### config.mk
export PLATFORM = sky130hd
export DESIGN_NAME = uart_tx_sched
export DESIGN_NICKNAME = d
export VERILOG_FILES = /design/src/rtl/uart_pkg.sv /design/src/rtl/uart_tx_sched_rr_arbiter.sv /design/src/rtl/uart_tx_sched.sv
export SDC_FILE = /design/constraint.sdc
export NUM_CORES = 1
export LEC_CHECK = 0
export ABC_AREA = 1
export CAP_MARGIN = 10
export CORE_MARGIN = 2
export CORE_UTILIZATION = 40
export DETAILED_ROUTE_END_ITERATION = 16
export DONT_BUFFER_PORTS = 1
export PLACE_DENSITY_LB_ADDON = 0.08
export SLEW_MARGIN = 15
export SYNTH_ARGS = -nofsm -noshare
export SYNTH_HDL_FRONTEND = slang
export SYNTH_HIERARCHICAL = 1
export SYNTH_SLANG_ARGS = --single-unit
### constraint.sdc
create_clock -name clkin -period 3.9 [get_ports clkin]
set_clock_uncertainty 0.2 [all_clocks]
set_input_delay 0.39 -clock clkin [delete_from_list [all_inputs] [get_ports clkin]]
set_output_delay 0.39 -clock clkin [all_outputs]
set_load 0.01 [all_outputs]
### src/rtl/uart_pkg.sv
// Shared types for the UART transmit scheduler: baud codes,
// scheduler FSM states and the power-on baud selection.
package uart_pkg;

  typedef enum logic [1:0] {
    BAUD_19200  = 2'b00,
    BAUD_38400  = 2'b01,
    BAUD_57600  = 2'b10,
    BAUD_115200 = 2'b11
  } baud_t;

  typedef enum logic [2:0] {
    ST_IDLE,
    ST_LAUNCH,
    ST_WAIT_BUSY,
    ST_WAIT_DONE,
    ST_RECONFIG
  } state_t;

  localparam baud_t DEFAULT_BAUD = BAUD_115200;

endpackage

### src/rtl/uart_tx_sched_rr_arbiter.sv
// Round-robin pick: first set request searching upward from ptr+1,
// wrapping modulo NUM_REQ.
module rr_arbiter #(
  parameter  int NUM_REQ = 4,
  localparam int W       = $clog2(NUM_REQ)
) (
  input  logic [NUM_REQ-1:0] req,
  input  logic [W-1:0]       ptr,
  output logic [W-1:0]       winner,
  output logic               any_valid
);

  logic [W-1:0] idx;

  // Walk the ring backwards so the nearest hit is written last.
  always_comb begin
    winner    = ptr;
    any_valid = 1'b0;
    idx       = '0;
    for (int k = NUM_REQ; k >= 1; k--) begin
      idx = W'((int'(ptr) + k) % NUM_REQ);
      if (req[idx]) begin
        winner    = idx;
        any_valid = 1'b1;
      end
    end
  end

endmodule

### src/rtl/uart_tx_sched.sv
// Round-robin scheduler sharing one UART TX serializer; owns baud config.
// Define UART_TX_SCHED_TIMEOUT_EN to add the tx_busy-rise timeout.
module uart_tx_sched
  import uart_pkg::*;
#(
  parameter  int         NUM_REQ      = 4,
  parameter  logic [1:0] DEFAULT_BAUD = uart_pkg::DEFAULT_BAUD,
  parameter  int         TIMEOUT_CYC  = 1024,
  localparam int         GW           = $clog2(NUM_REQ)
) (
  input  logic                 clkin,
  input  logic                 rst,
  input  logic [NUM_REQ-1:0]   req_valid,
  input  logic [8*NUM_REQ-1:0] req_data,
  output logic [NUM_REQ-1:0]   req_ready,
  input  logic                 cfg_valid,
  input  logic [1:0]           cfg_baud_sel,
  output logic                 cfg_ready,
  output logic                 tx_start,
  output logic [7:0]           tx_data,
  input  logic                 tx_busy,
  output logic [1:0]           baud_sel,
  output logic                 baud_rst,
`ifdef UART_TX_SCHED_TIMEOUT_EN
  output logic                 tx_timeout,
`endif
  output logic [GW-1:0]        grant_id
);

  if (NUM_REQ < 2 || NUM_REQ > 8 || TIMEOUT_CYC < 1) begin : g_bad_param
    $error("uart_tx_sched: parameter out of range");
  end

  state_t        state_q, state_d;
  logic          tx_start_q, tx_start_d;
  logic [7:0]    tx_data_q, tx_data_d;
  logic [1:0]    baud_sel_q, baud_sel_d;
  logic          baud_rst_q, baud_rst_d;
  logic [GW-1:0] grant_q, grant_d;
  logic [GW-1:0] winner;
  logic          any_valid;

`ifdef UART_TX_SCHED_TIMEOUT_EN
  localparam int CW = $clog2(TIMEOUT_CYC + 1);
  logic [CW-1:0] to_cnt_q, to_cnt_d;
  logic          to_q, to_d;
`endif

  rr_arbiter #(.NUM_REQ(NUM_REQ)) u_arb (
    .req       (req_valid),
    .ptr       (grant_q),
    .winner    (winner),
    .any_valid (any_valid)
  );

  always_comb begin
    state_d    = state_q;
    tx_start_d = 1'b0;
    tx_data_d  = tx_data_q;
    baud_sel_d = baud_sel_q;
    baud_rst_d = 1'b0;
    grant_d    = grant_q;
    req_ready  = '0;
    cfg_ready  = (state_q == ST_IDLE) & ~tx_busy & ~rst;
`ifdef UART_TX_SCHED_TIMEOUT_EN
    to_cnt_d   = to_cnt_q;
    to_d       = 1'b0;
`endif
    unique case (state_q)
      ST_IDLE: begin
        // Config wins over data in the same cycle.
        if (cfg_valid && cfg_ready) begin
          baud_sel_d = cfg_baud_sel;
          baud_rst_d = 1'b1;
          state_d    = ST_RECONFIG;
        end else if (!tx_busy && any_valid && !rst) begin
          req_ready[winner] = 1'b1;
          tx_data_d  = req_data[{winner, 3'b000} +: 8];
          grant_d    = winner;
          tx_start_d = 1'b1;
          state_d    = ST_LAUNCH;
        end
      end
      ST_LAUNCH: begin
        state_d = ST_WAIT_BUSY;
`ifdef UART_TX_SCHED_TIMEOUT_EN
        to_cnt_d = '0;
`endif
      end
      ST_WAIT_BUSY: begin
        if (tx_busy) begin
          state_d = ST_WAIT_DONE;
`ifdef UART_TX_SCHED_TIMEOUT_EN
        end else if (to_cnt_q == CW'(TIMEOUT_CYC - 1)) begin
          state_d = ST_IDLE;
          to_d    = 1'b1;
        end else begin
          to_cnt_d = to_cnt_q + 1'b1;
`endif
        end
      end
      ST_WAIT_DONE: if (!tx_busy) state_d = ST_IDLE;
      ST_RECONFIG:  state_d = ST_IDLE;
      default:      state_d = ST_IDLE;
    endcase
  end

  always_ff @(posedge clkin) begin
    if (rst) begin
      state_q    <= ST_IDLE;
      tx_start_q <= 1'b0;
      tx_data_q  <= '0;
      baud_sel_q <= DEFAULT_BAUD;
      baud_rst_q <= 1'b1;
      grant_q    <= GW'(NUM_REQ - 1);
`ifdef UART_TX_SCHED_TIMEOUT_EN
      to_cnt_q   <= '0;
      to_q       <= 1'b0;
`endif
    end else begin
      state_q    <= state_d;
      tx_start_q <= tx_start_d;
      tx_data_q  <= tx_data_d;
      baud_sel_q <= baud_sel_d;
      baud_rst_q <= baud_rst_d;
      grant_q    <= grant_d;
`ifdef UART_TX_SCHED_TIMEOUT_EN
      to_cnt_q   <= to_cnt_d;
      to_q       <= to_d;
`endif
    end
  end

  assign tx_start = tx_start_q;
  assign tx_data  = tx_data_q;
  assign baud_sel = baud_sel_q;
  assign baud_rst = baud_rst_q;
  assign grant_id = grant_q;
`ifdef UART_TX_SCHED_TIMEOUT_EN
  assign tx_timeout = to_q;
`endif

endmodule

---- Word level (Yosys, flattened, before mapping) ----
Cells that the tools add are included.
operators by class
  muxes and demuxes ....................... 29
  reduce and logical (&&, ||, !) cells .... 11
  add/subtract/negate cells ............... 4
  eq/ne operators ......................... 6
  div/mod/pow operators ................... 0
  bitwise logic cells ..................... 6
  $mul .................................... 0
  order comparisons ....................... 6
  shifts and indexed selects .............. 1
operators with widths
  kind                                                               count
  indexed part select 32 x 6 -> 8 bit                                1
  < comparator 2 x 3 -> 1 bit, second input constant                 5
  2-to-1 mux 1 bit                                                   12
  2-to-1 mux 3 bit                                                   4
  2-to-1 mux 4 bit                                                   3
  case mux 3 bit (4 select lines)                                    1
  binary-select mux 1 bit (select 2 bit)                             4
  2-to-1 mux 2 bit                                                   4
  == test 3 x 2 -> 1 bit, second input constant                      2
  AND reduction 3 bit                                                2
  adder 2 x 1 -> 2 bit, second input constant                        2
  adder 2 bit, second input constant                                 2
  logical AND 1 bit                                                  4
  != test 2 bit, second input constant                               2
  inverter 1 bit                                                     4
  == test 3 x 1 -> 1 bit, second input constant                      1
  zero test 3 bit                                                    1
  != test 3 x 1 -> 1 bit, second input constant                      1
  OR reduction 3 bit                                                 1
  bitwise AND 1 bit                                                  2
  demux 1 bit (select 2 bit)                                         1
  greater-or-equal comparator 2 x 1 -> 1 bit, second input constant  1
  zero test 1 bit                                                    2
  AND reduction 2 bit                                                1
storage, ports and cells
  register bits ........................... 17
  output and inout bits ................... 19
  memories kept ........................... 0
  logic and storage cells ................. 69
  RAM bits ................................ 0
  input bits .............................. 42
  latch bits .............................. 0
  memory bits (read-only) ................. 0

---- Logic depth before layout (Yosys ltp) ----
  depth in word-level cells ............... 14
  depth in mapped cells ................... 17
  gate-level depth less buffers ........... 16

---- Cells and area by module ----
The synthesis kept the hierarchy.
modules (own cells, without submodules)
  module         times used  cells each  area an instance (um^2)  seq. area each (um^2)
  uart_tx_sched  1           139         928.4                    340.3
  rr_arbiter     1           47          241.5                    0.0

---- Least setup slack after synthesis ----
OpenSTA, ideal clock, no wires.
  kind .................................... flip-flop to output port
  start ................................... register grant_q[0], in the netlist grant_id[0]
  end ..................................... output req_ready[2]
  data required time ...................... 3.310 ns
  slack ................................... 1.451 ns
  path buffers ............................ 2
  arrival ................................. 1.859 ns
  stages on the path, launching flop included .. 11
  path through ............................ dfxtp_1 -> buf_6 -> nand2_1 -> nand2_2 -> nand2_2 -> o21ai_1 -> a21oi_1 -> a21oi_1 -> inv_2 -> buf_2 -> nor3_1
between the ends
  word-level cells in the longest chain between the ends .. 14
  elaborated cells between the ends (all ways) .. 30
  classes of those cells .................. add/sub: 4; order compare: 2; mux: 21; reduce/logical: 3
ends and longest elaborated chain
  what                                                                                                             line                            RTL
  from (decl)                                                                                                      uart_tx_sched.sv:39             logic [GW-1:0] grant_q, grant_d;
  from (signal assigned)                                                                                           uart_tx_sched.sv:115            grant_q <= GW'(NUM_REQ - 1);
  from (signal assigned)                                                                                           uart_tx_sched.sv:126            grant_q <= grant_d;
  adder 2 x 1 -> 2 bit                                                                                             uart_tx_sched_rr_arbiter.sv:21  idx = W'((int'(ptr) + k) % NUM_REQ);
  binary-select mux 1 bit (select 2 bit)                                                                           uart_tx_sched_rr_arbiter.sv:22  if (req[idx]) begin
  2-to-1 mux 1 bit (not written as such)                                                                           uart_tx_sched_rr_arbiter.sv:22
  2-to-1 mux 2 bit (3 in a row)                                                                                    uart_tx_sched_rr_arbiter.sv:22
  2-to-1 mux 2 bit *                                                                                               uart_tx_sched_rr_arbiter.sv:22
  via winner[1]                                                                                                    uart_tx_sched.sv:40             logic [GW-1:0] winner;
  < comparator 2 x 3 -> 1 bit (not written as such) or greater-or-equal comparator 2 x 1 -> 1 bit (tied branches)  uart_tx_sched.sv:77             req_ready[winner] = 1'b1;
  logical AND 1 bit (not written as such)                                                                          uart_tx_sched.sv:77
  2-to-1 mux 1 bit (not written as such)                                                                           uart_tx_sched.sv:77
  demux 1 bit (select 2 bit) *                                                                                     uart_tx_sched.sv:77
  2-to-1 mux 4 bit *                                                                                               uart_tx_sched.sv:76             end else if (!tx_busy && any_valid && !rst) begin
  2-to-1 mux 4 bit *                                                                                               uart_tx_sched.sv:72             if (cfg_valid && cfg_ready) begin
  2-to-1 mux 4 bit *                                                                                               uart_tx_sched.sv:69             unique case (state_q)
  to (decl)                                                                                                        uart_tx_sched.sv:15             output logic [NUM_REQ-1:0] req_ready,
Mark *: on every way through the listed nets, which the timed path passes. The rest lies on a longest branch. The select of a mux whose other input is x is not followed.

---- Worst setup path in the final report ----
Same ends and word-level chain as after synthesis.

==> results.sh <==
export IMPL_synth_compound_area_share_pct=9.52
export IMPL_syn_inst=186
export IMPL_synth_fa_ha_area_share_pct=0
export IMPL_viasPerCell=5.28
export IMPL_final_cells=216
export IMPL_n_antenna_cell=0
export IMPL_syn_nets=228
export IMPL_coreArea_sq_um=2760
export IMPL_yosysWarnings=6
export IMPL_rows=19
export IMPL_nNetsFinal=228
export IMPL_ys_seq_area_share_pct=29.1
export IMPL_drive_gt1_share_pct=17.3
export IMPL_holdBufCountCts=0
export IMPL_avgSynthCellArea_sq_um=6.29
export IMPL_postRouteWirelength_mm=2.70
export IMPL_cp_arrival_ns=2.55
export IMPL_crit_cells=8
export IMPL_wl_per_cell_um=12.5
export IMPL_crit_path_end_kind="primary output"
export IMPL_grt_usage_pct=16.7
export IMPL_area_growth_pct=2.25
export IMPL_status="completed"
export IMPL_max_cap_violations=0
export IMPL_synth_area_sq_um=1170
export IMPL_io_pins=61
export IMPL_fin_ws_ns=0.757
export IMPL_final_util_pct=43.4
export IMPL_vias=1141
export IMPL_synth_seq_cells=17
export IMPL_synth_top_family_by_area="simple AND/OR/NAND/NOR gates"
export IMPL_mostFrequentLayoutCells="nand2_1 (54), nor2_1 (23), dfxtp_1 (17)"
export IMPL_grt_pass1_wl_mm=4.48
export IMPL_drv_slew=0
export IMPL_die_h_um=58.1
export IMPL_htree_num_levels=1
export IMPL_path_delay_family="flip-flops"
export IMPL_drc=0
export IMPL_synth_top_cell_by_area="dfxtp_1"
export IMPL_die_area_sq_um=3370
export IMPL_min_delay_path_depth=2
export IMPL_postCtsSetupRepairBufs=0
export IMPL_ant_nets=0
export IMPL_yosys_top_cells_area="dfxtp_1 (29%), nand2_1 (17%), nor2_1 (7.4%)"
export IMPL_path_class="register to primary output"
export IMPL_cp_max_fo=12
export IMPL_globalplace_congestion=0.887
export IMPL_dp_slack_ns=1.09
export IMPL_clockBufferDepth=2
export IMPL_cts_root_buf="clkbuf_4"
export IMPL_rsz0062_at_grt="no"
export IMPL_ys_types=23
export IMPL_p_leak_nw=0.568
export IMPL_setup_viol=0
export IMPL_vdd_drop_max_mv=0.254
export IMPL_grt_pass1_vias=1061
export IMPL_fmax_mhz=318
export IMPL_maxSlewHeadroom_pct=58.3
export IMPL_worstPathBufferInverterCount=1
export IMPL_cpMaxStageDelayCell="dfxtp_1"
export IMPL_p_per_area_nw_per_um2=522
export IMPL_fin_tns_setup_ns=0
export IMPL_drt_iter0_markers=87
export IMPL_required_ns=3.31
export IMPL_cts_resized=0
export IMPL_crit_chain="nand2_1 > nand2_2 > nand2_2 > o21ai_1 > a21oi_1 > a21oi_1 > inv_2 > nor3_1"
export IMPL_dp_hpwl_mm=2.20
export IMPL_layout_commonest_cell="nand2_1"
export IMPL_initial_core_util_pct=42.4
export IMPL_fin_crit_sh_pct=80.6
export IMPL_fin_crit_ns=3.14
export IMPL_hold_violations=0
export IMPL_clkSinkCount=17
export IMPL_synth_xor_area_share_pct=0
export IMPL_synthMuxAreaShare_pct=0
export IMPL_die_x_um=58.1
export IMPL_worst_path_largest_cell_delay_ns=0.74
export IMPL_startpoint_type="register"
export IMPL_p_total_w=0.000624
export IMPL_worst_r2r_path_depth=12
export IMPL_tritoncts="yes"
export IMPL_cts_reportedPaths_clkPinSlew_ns=0.11
export IMPL_drt_first_pass_iters=4
export IMPL_cts_buffers=3
export IMPL_overflow=0
export IMPL_antenna_found_initial=0
export IMPL_min_path_type="input port to register"
export IMPL_portBuffers=0
export IMPL_post_place_cells=212
export IMPL_yosysTopAreaCellShare_pct=29.1
export IMPL_tightest_slew_ns=0.625
export IMPL_synthSimpleGateAreaFrac_pct=50.2
export IMPL_grt_max_degree=18
export IMPL_clock_latency_ns=0.29
cells by family after synthesis:
| logic type | count (synthesis) |
|---|---|
| buf+inv | 27 |
| flops | 17 |
| compound gates | 20 |
| simple gates | 122 |
area by class of cell:
cell class	count	area (sq um)
multi-input combinational	142	698
sequential	17	340
clock inverter	1	5.00
clock buffer	3	22.5
tap	31	38.8
inverter	22	91.3
fill	321	1560
registers in the layout (all words and copies together) (netlist names):
signal	cells
tx_data	8
baud_rst	1
grant_id	2
state_q	3
baud_sel	2
tx_start	1
cell usage after synthesis (all sizes together):
cell type  instances
a21oi              7
buf                5
clkinv             1
dfxtp             17
inv               21
nand2             67
nand3             15
nand4              9
nor2              27
nor3               4
o211ai             3
o21ai             10
worst reg2reg max path: stages (launching register included):
cell,delay (ns)
dfxtp_1,0.74
nand2_1,0.14
nand2_2,0.12
nand2_2,0.07
o21ai_1,0.10
a21oi_1,0.08
a21oi_1,0.43
inv_2,0.21
nor2_4,0.22
nand2_1,0.07
nand4_1,0.09
o21ai_1,0.08
nor2_1,0.10
metal layers:
layer  vias to the layer above  GRT usage (%)  part of all wire [%]
li1                        591              -                     -
met1                       507           21.1                    45
met2                        43           27.1                    47
met3                         0           3.79                   8.4
met4                         0           6.98                     0
met5                         -              0                     0
per-stage QoR:
| stage | hold WS [ns] | cell area (sq um) |
|---|---|---|
| 5_1_grt | 0.0103 | 1200 |
| 3_5_place_dp | 0.313 | 1170 |
| 6_report | 0.0100 | 1200 |
| 3_3_place_gp | 0.309 | 1170 |
| 4_1_cts | 0.00466 | 1200 |
| 2_1_floorplan | 0.301 | 1170 |
final timing paths:
path                         from            to  slack (ns)
setup / recovery      grant_id[0]  req_ready[2]        0.76
hold / removal    cfg_baud_sel[1]   baud_sel[1]        0.01
setup reg to reg      grant_id[0]    tx_data[7]        1.19
hold reg to reg       baud_sel[0]   baud_sel[0]        0.33
report_power, final:
| part | total (W) | leakage, nW | internal (W) | switching (W) |
|---|---|---|---|---|
| clock network | 0.0000942 | 0.0177 | 0.0000380 | 0.0000561 |
| registers | 0.000234 | 0.139 | 0.000200 | 0.0000343 |
| logic | 0.000296 | 0.411 | 0.0000976 | 0.000198 |
| total | 0.000624 | 0.568 | 0.000335 | 0.000289 |
Power figures use the tool's default switching activity.
